===== config.mk =====
export PLATFORM = sky130hd
export DESIGN_NAME = spi_sram_master
export DESIGN_NICKNAME = d
export VERILOG_FILES = /design/src/rtl/spi_sram_master.sv
export SDC_FILE = /design/constraint.sdc
export NUM_CORES = 1
export LEC_CHECK = 0
export BUFFER_PORTS_ARGS = -buffer_cell sky130_fd_sc_hd__buf_2
export CAP_MARGIN = 30
export CELL_PAD_IN_SITES_DETAIL_PLACEMENT = 1
export CELL_PAD_IN_SITES_GLOBAL_PLACEMENT = 2
export CORE_ASPECT_RATIO = 1.75
export CORE_MARGIN = 2
export CORE_UTILIZATION = 29
export CTS_CLUSTER_SIZE = 10
export DETAILED_ROUTE_END_ITERATION = 7
export HOLD_SLACK_MARGIN = 0.02
export PLACE_DENSITY_LB_ADDON = 0.1
export SETUP_SLACK_MARGIN = 0.3
export SYNTH_ARGS = -nofsm -noshare
export SYNTH_HDL_FRONTEND = slang
export SYNTH_SLANG_ARGS = --single-unit

===== constraint.sdc =====
create_clock -name clk -period 3.15 [get_ports clk]
set_clock_uncertainty 0.05 [all_clocks]
set_input_delay 0.315 -clock clk [delete_from_list [all_inputs] [get_ports clk]]
set_output_delay 0.315 -clock clk [all_outputs]
set_load 0.05 [all_outputs]

===== src/rtl/spi_sram_master.sv =====
// spi_sram_master: SPI mode-0 master issuing single-byte READ (0x03) / WRITE (0x02) to a serial SRAM.
// Optional macro SPI_SRAM_MASTER_SEQ_EN keeps cs_n low after a read so an address+1 read skips cmd/addr.
module spi_sram_master #(
  parameter int ADDR_BYTES     = 3,
  parameter int CS_HIGH_CYCLES = 2
) (
  input  logic        clk,
  input  logic        rst,
  input  logic        req_valid,
  output logic        req_ready,
  input  logic        req_wr,
  input  logic [23:0] req_addr,
  input  logic [7:0]  req_wdata,
  output logic        rsp_valid,
  output logic [7:0]  rsp_rdata,
  output logic        cs_n,
  output logic        sclk,
  output logic        mosi,
  input  logic        miso
);
  // state | meaning
  // IDLE  | cs_n high, req_ready high, waiting for a request
  // CMD   | shifting out the 8-bit command
  // ADDR  | shifting out the address, MSB first
  // DATA  | shifting write data out / read data in
  // CSH   | cs_n high recovery, CS_HIGH_CYCLES long
  // SEQ   | cs_n held low after a read, awaiting a sequential read (SEQ_EN builds only)

  localparam int AW = 8 * ADDR_BYTES;
  localparam int NB = 16 + AW;
  localparam int CW = $clog2(((CS_HIGH_CYCLES > AW) ? CS_HIGH_CYCLES : AW) + 1);
  localparam logic [CW-1:0] CNT_BYTE = CW'(7);
  localparam logic [CW-1:0] CNT_ADDR = CW'(AW - 1);
  localparam logic [CW-1:0] CNT_CSH  = CW'(CS_HIGH_CYCLES - 1);

  typedef enum logic [2:0] {
    IDLE,
    CMD,
    ADDR,
    DATA,
    CSH
`ifdef SPI_SRAM_MASTER_SEQ_EN
    , SEQ
`endif
  } state_t;

  state_t         state;
  logic [CW-1:0]  cnt;
  logic [NB-2:0]  tx_sr;
  logic [7:0]     rx_sr;
  logic           wr_q;
  logic           ready_q;
  logic           seq_block;

`ifdef SPI_SRAM_MASTER_SEQ_EN
  logic [AW-1:0]  last_addr;
  logic           seq_hit;

  assign seq_hit   = !req_wr && (req_addr[AW-1:0] == last_addr + AW'(1));
  // a non-sequential request in SEQ must not be taken: it first closes the burst via CSH
  assign seq_block = (state == SEQ) && req_valid && !seq_hit;
`else
  assign seq_block = 1'b0;
`endif

  assign req_ready = ready_q && !seq_block;

  always_ff @(posedge clk) begin
    rsp_valid <= 1'b0;
    if (rst) begin
      state     <= CSH;
      cnt       <= CNT_CSH;
      cs_n      <= 1'b1;
      sclk      <= 1'b0;
      mosi      <= 1'b0;
      ready_q   <= 1'b0;
      rsp_rdata <= 8'h00;
      tx_sr     <= '0;
      rx_sr     <= 8'h00;
      wr_q      <= 1'b0;
`ifdef SPI_SRAM_MASTER_SEQ_EN
      last_addr <= '0;
`endif
    end else begin
      case (state)
        IDLE: begin
          if (req_valid) begin
            state   <= CMD;
            cnt     <= CNT_BYTE;
            cs_n    <= 1'b0;
            ready_q <= 1'b0;
            wr_q    <= req_wr;
            mosi    <= 1'b0;
            tx_sr   <= {6'b000001, ~req_wr, req_addr[AW-1:0], (req_wr ? req_wdata : 8'h00)};
`ifdef SPI_SRAM_MASTER_SEQ_EN
            last_addr <= req_addr[AW-1:0];
`endif
          end
        end
        CMD, ADDR, DATA: begin
          if (!sclk) begin
            sclk  <= 1'b1;
            rx_sr <= {rx_sr[6:0], miso};
          end else begin
            sclk  <= 1'b0;
            mosi  <= tx_sr[NB-2];
            tx_sr <= {tx_sr[NB-3:0], 1'b0};
            if (cnt != '0) begin
              cnt <= cnt - 1'b1;
            end else if (state == CMD) begin
              state <= ADDR;
              cnt   <= CNT_ADDR;
            end else if (state == ADDR) begin
              state <= DATA;
              cnt   <= CNT_BYTE;
            end else begin
              mosi      <= 1'b0;
              rsp_valid <= 1'b1;
              if (!wr_q) rsp_rdata <= rx_sr;
`ifdef SPI_SRAM_MASTER_SEQ_EN
              if (!wr_q) begin
                state   <= SEQ;
                ready_q <= 1'b1;
              end else begin
                state <= CSH;
                cs_n  <= 1'b1;
                cnt   <= CNT_CSH;
              end
`else
              state <= CSH;
              cs_n  <= 1'b1;
              cnt   <= CNT_CSH;
`endif
            end
          end
        end
        CSH: begin
          if (cnt == '0) begin
            state   <= IDLE;
            ready_q <= 1'b1;
          end else begin
            cnt <= cnt - 1'b1;
          end
        end
`ifdef SPI_SRAM_MASTER_SEQ_EN
        SEQ: begin
          if (req_valid) begin
            ready_q <= 1'b0;
            if (seq_hit) begin
              state     <= DATA;
              cnt       <= CNT_BYTE;
              wr_q      <= 1'b0;
              mosi      <= 1'b0;
              tx_sr     <= '0;
              last_addr <= req_addr[AW-1:0];
            end else begin
              state <= CSH;
              cs_n  <= 1'b1;
              cnt   <= CNT_CSH;
            end
          end
        end
`endif
        default: begin
          state   <= CSH;
          cs_n    <= 1'b1;
          sclk    <= 1'b0;
          mosi    <= 1'b0;
          ready_q <= 1'b0;
          cnt     <= CNT_CSH;
        end
      endcase
    end
  end

endmodule


# Word-level counts from Yosys, hierarchy flattened
# Index checks and enable logic that the tools add are counted.
[totals]
in_bits = 37
out_inout_bits = 13
ff_bits = 69
elab_cells = 81
[classes]
reduce_logical = 16
n_eq_ne = 11
mux = 34
n_addsub = 1
bitwise_logic = 8
[op_table]
columns = ["cell", "count"]
rows = [
  ["2-to-1 mux 39 bit", 2],
  ["one-hot mux 39 bit (2 select lines)", 1],
  ["2-to-1 mux 5 bit", 5],
  ["2-to-1 mux 3 bit", 7],
  ["one-hot mux 5 bit (3 select lines)", 1],
  ["inequality test 2 bit, second input constant", 7],
  ["2-to-1 mux 1 bit", 12],
  ["AND reduction 3 bit", 4],
  ["AND reduction 6 bit", 2],
  ["one-hot mux 1 bit (3 select lines)", 3],
  ["one-hot mux 3 bit (3 select lines)", 1],
  ["2-to-1 mux 8 bit", 1],
  ["inverter 1 bit", 8],
  ["equality test 3 x 2 -> 1 bit, second input constant", 2],
  ["logical NOT 5 bit", 1],
  ["nonzero test 5 bit", 1],
  ["OR reduction 5 bit", 1],
  ["subtractor 5 x 1 -> 5 bit, second input constant", 1],
  ["AND reduction 2 bit", 2],
  ["AND reduction 4 bit", 1],
  ["equality test 3 x 1 -> 1 bit, second input constant", 1],
  ["equality test 3 bit, second input constant", 1],
  ["logical NOT 3 bit", 1],
  ["OR reduction 3 bit", 1],
  ["3 further kinds", 3],
]

# Longest topological paths before layout
[logic_depth]
depth_word = 6
mapped_depth = 7
mapped_depth_nobuf = 6

# Worst setup path before layout
# OpenSTA, ideal clock, no wires.
[synth_path]
path_type = "register to register"
start = "register sclk"
end = "register tx_sr[10]"
stages_incl_launch_ff = 5
arrival_ns = 1.791
required_ns = 2.953
slack_ns = 1.162
synth_period_minus_slack_ns = 1.988
path_cell_list = "dfxtp_1 -> o21ai_0 -> o21ai_4 -> buf_2 -> a311oi_2"
[synth_via]
elab_chain_len = 2
[synth_lines]
columns = ["item", "line", "rtl"]
rows = [
  ["from (decl)", "17", "output logic sclk,"],
  ["from (signal assigned)", "74", "sclk <= 1'b0;"],
  ["from (signal assigned)", "102", "sclk <= 1'b1;"],
  ["from (signal assigned)", "105", "sclk <= 1'b0;"],
  ["inequality test 2 bit (no line)", "n/a", ""],
  ["AND reduction 3 bit (no line)", "n/a", ""],
  ["to (signal assigned)", "94", "tx_sr <= {6'b000001, ~req_wr, req_addr[AW-1:0], (req_wr ? req_wdata : 8'h00)};"],
  ["to (signal assigned)", "107", "tx_sr <= {tx_sr[NB-3:0], 1'b0};"],
  ["to (decl)", "49", "logic [NB-2:0] tx_sr;"],
]
# Every way passes these cells.
# A chain may end at the register's enable or synchronous reset.

# Worst setup path after layout
[layout_path]
start = "register state[0]"
end = "register tx_sr[2]"
[layout_via]
elab_chain_len = 4
elab_cells_between_ends = 10
cone_classes = "eq/ne: 5; mux: 1; reduce/logical: 4"
[layout_lines]
columns = ["item", "line", "rtl"]
rows = [
  ["from (decl)", "47", "state_t state;"],
  ["from (signal assigned)", "71", "state <= CSH;"],
  ["from (signal assigned)", "88", "state <= CMD;"],
  ["from (signal assigned)", "111", "state <= ADDR;"],
  ["equality test 3 x 1 -> 1 bit or equality test 3 x 2 -> 1 bit (tied branches)", "85", "case (state)"],
  ["OR reduction 3 bit", "85", ""],
  ["inequality test 2 bit (no line) or nonzero test 2 bit (tied branches)", "n/a", ""],
  ["AND reduction 3 bit (no line)", "n/a", ""],
]
# Several ways; a longest one is shown, not always the timed one.

==> flow_summary_export.csv <==
group,metric,value,unit
worst_setup_path,required,3.33,ns
worst_setup_path,path_buf_inv,1,
logic_synthesis,async_flop_share,0,
drt,top_layer,"met4",
power,powerDensity,744,nW/um2
die,rows,50,
sta,whs,0.188,ns
die,ios,50,
drt,met3_length,206,um
drt,dr.first_iter.drc_count,144,
global_routing,grt_use_total,0.142,
power,p_leak,1.47,nW
placed_design,routabilityCongestion,0.702,
clocking,post-cts-setup-buffers,0,
logic_synthesis,yosys_warnings,0,
worst_setup_path,worstSetupPathType,"flip-flop to flip-flop",
drt,detail_route.wirelength,7.94,mm
drt,drcViolationCount,0,
sta,fin_crit,2.34,ns
min_path,min_path_type,"input port to flip-flop",
sta,rsz0062_at_grt,"no",
logic_synthesis,synth_cell_types,43,
global_routing,grt_pass1_vias,2820,
placed_design,hpwl,5.49,mm
logic_synthesis,ys_seq_area_frac,0.436,
sta,setup_viol,0,
sta,worst_pin_slew,0.720,ns
clocking,worst_skew_pair.late_latency,0.33,ns
clocking,clockBufferDepth,2,
placed_design,port_buffers,49,
global_routing,grt-ovfl-total,0,
logic_synthesis,ys_seq_elements,69,
drt,routed-wl-met2,4.23,mm
worst_setup_path,critPathArrivalTime,2.52,ns
finish,syn_to_final_growth,20.6,%
power,power_frac_comb,0.240,
finish,register_area,1380,um2
flow_run,maxCapViolations,0,
die,die_y,142,um
die,fp.dieW,83.1,um
logic_synthesis,avgSynthCellArea,8.84,um2
power,p_sw_frac,0.316,
placed_design,post_dp_cell_area,3510,um2
clocking,ctsResizeCount,0,
power,power_frac_seq,0.397,
drt,avgViaCountPerCell,5.01,
power,clock_power_share,0.362,
clocking,clock_sinks,69,
sta,fin_crit_sh,0.743,
power,p_sw,0.900,mW
clocking,cts-root-buf,"clkbuf_16",
die,dieArea,11800,um2
worst_setup_path,end_kind,"flip-flop",
drt,m1WireLength,3.36,mm
drt,ant_nets,0,
die,initial_core_util,0.296,
power,peakVddDrop,0.274,mV
global_routing,antenna_found_initial,0,
clocking,cts_tree,"yes",
die,coreArea,10700,um2
drt,drt-pass1-iter-count,4,
logic_synthesis,syn_area,3170,um2
logic_synthesis,ys.flop_type,"dfxtp_1",
drt,vias,2683,
sta,setup_tns,0,ns
run_status,status,"completed",
worst_setup_path,critical-path-max-stage-delay,0.61,ns
finish,n_fill_cell,1263,
global_routing,grt_pass1_wl,13.6,mm
clocking,postCtsHoldBufs,0,
sta,max_freq,0.427,GHz
finish,fin_util,0.357,
drt,wire_per_inst,14.8,um
power,p_int,1.95,mW
logic_synthesis,synth_edf_count,0,
worst_setup_path,crit_path_start_kind,"flip-flop",
finish,antennaDiodeCount,0,
logic_synthesis,synth_fp_nets,397,
finish,fin_area,3820,um2
finish,multi_input_area,1630,um2
logic_synthesis,synth_cells,359,
worst_setup_path,crit_family,"compound AO/OA/AOI/OAI gates",
sta,hold_violations,0,
finish,final_nets,438,
worst_setup_path,crit_path_top_delay_cell,"dfxtp_1",
sta,worst_slew_margin_rel,0.520,
clocking,path_clk_slew,0.06,ns
global_routing,grt_max_degree,46,
sta,maxSlewViolCount,0,
clocking,cts_buffers,9,
worst_setup_path,path_cells,"o21ai_0 -> o21ai_4 -> buf_12 -> nor2_1 -> a311oi_1",
finish,drive_gt1_frac,0.269,
clocking,h-tree-depth,3,
worst_setup_path,critPathMaxFanout,45,
## worst min-delay path, stage by stage
cell and delay, ns:
buf_2 0.11, nand2_1 0.05, a21oi_1 0.05
## per-stage QoR
step / cells / power, mW / setup slack, ns
finish: 535 / 2.85 / 0.809
global route: 535 / 3.01 / 0.624
CTS: 535 / 2.90 / 0.777
detailed placement: 519 / 1.85 / 0.781
global placement: 519 / 1.83 / 0.861
floorplan: 359 / 1.69 / 1.16
## cells in the final DEF, fill, tap and decap left out, drive strengths merged, types with 2 or more instances in the layout
cell type and count:
a211oi 4, a22o 4, nor3 5, and2 2, or4b 2, nor2 54
o21bai 2, or3 2, mux2i 9, clkinvlp 3, buf 58, nand3 10
nor4b 2, nand4 2, o21ai 5, xnor2 3, dfxtp 69, inv 6
xor2 2, o22ai 2, a311oi 32, a22oi 5, a21oi 17, nand2 80
clkbuf 10, nand2b 3
## sequential cells by signal, indices dropped and copies added (netlist names)
name and cells:
sclk 1, cs_n 1, rsp_rdata 8, rsp_valid 1, tx_sr 39, req_ready 1, wr_q 1, state 3
rx_sr 8, cnt 5, mosi 1
## power groups by stage
stage          clock [mW]  sequential [mW]  combinational, mW
3_5_place_dp            0             1.15              0.695
3_3_place_gp            0             1.15              0.682
4_1_cts              1.07             1.13              0.699
2_1_floorplan           0             1.13              0.553
5_1_grt              1.10             1.15              0.763
6_report             1.03             1.13              0.685
## cell families after synthesis
group,after synthesis,share of synthesized area
adders and majority gates,2,0.00710
and+or+nand+nor,164,0.225
buffers and inverters,33,0.0529
DFF,69,0.436
xor gates and xnor gates,5,0.0138
AOI/OAI and AO/OA,77,0.237
muxes,9,0.0284
## final timing paths
check	cells after the start	slack (ns)	from	endpoint
min reg2reg	2	0.41	tx_sr[0]$_SDFFE_PP0P_	tx_sr[0]$_SDFFE_PP0P_
min	3	0.19	miso	rx_sr[0]$_SDFFE_PP0P_
max reg2reg	5	0.81	state[0]$_SDFFE_PP0P_	tx_sr[2]$_SDFFE_PP0P_
max	5	0.81	state[0]$_SDFFE_PP0P_	tx_sr[2]$_SDFFE_PP0P_
## layer usage
metal  track usage  vias to the layer above
li1              -                     1340
met1         0.163                     1296
met2         0.256                       36
met3        0.0244                       11
met4        0.0647                        0
met5             0                        -
## area by class of cell
cell class / count / area share
Clock buffer: 10 / 0.0625
Clock inverter: 6 / 0.0183
Inverter: 5 / 0.00491
Multi-Input combinational cell: 257 / 0.425
Sequential cell: 69 / 0.361
Tap cell: 130 / 0.0425
Timing Repair Buffer: 58 / 0.0851
## cell usage after synthesis, types with 2 or more instances
| library cell | count | area, um2 |
|---|---|---|
| a22oi_1 | 5 | 37.5 |
| xnor2_1 | 3 | 26.3 |
| o21ai_0 | 4 | 20.0 |
| o22ai_1 | 2 | 12.5 |
| nand2_1 | 80 | 300 |
| o21bai_1 | 2 | 15.0 |
| nor2_1 | 54 | 203 |
| a211oi_1 | 4 | 30.0 |
| clkbuf_1 | 15 | 56.3 |
| nand2b_1 | 3 | 18.8 |
| a21oi_1 | 17 | 85.1 |
| a311oi_2 | 27 | 405 |
| nand3_1 | 10 | 50.1 |
| dfxtp_1 | 69 | 1380 |
| xor2_1 | 2 | 17.5 |
| nor3_1 | 5 | 25.0 |
| buf_6 | 4 | 45.0 |
| buf_1 | 2 | 7.51 |
| a22o_1 | 4 | 35.0 |
| a311oi_1 | 5 | 43.8 |
| or4b_4 | 2 | 27.5 |
| mux2i_1 | 9 | 90.1 |
| buf_2 | 5 | 25.0 |
| buf_4 | 2 | 15.0 |
| or3_1 | 2 | 12.5 |
| inv_1 | 5 | 18.8 |
(Power assumes the default switching activity.)
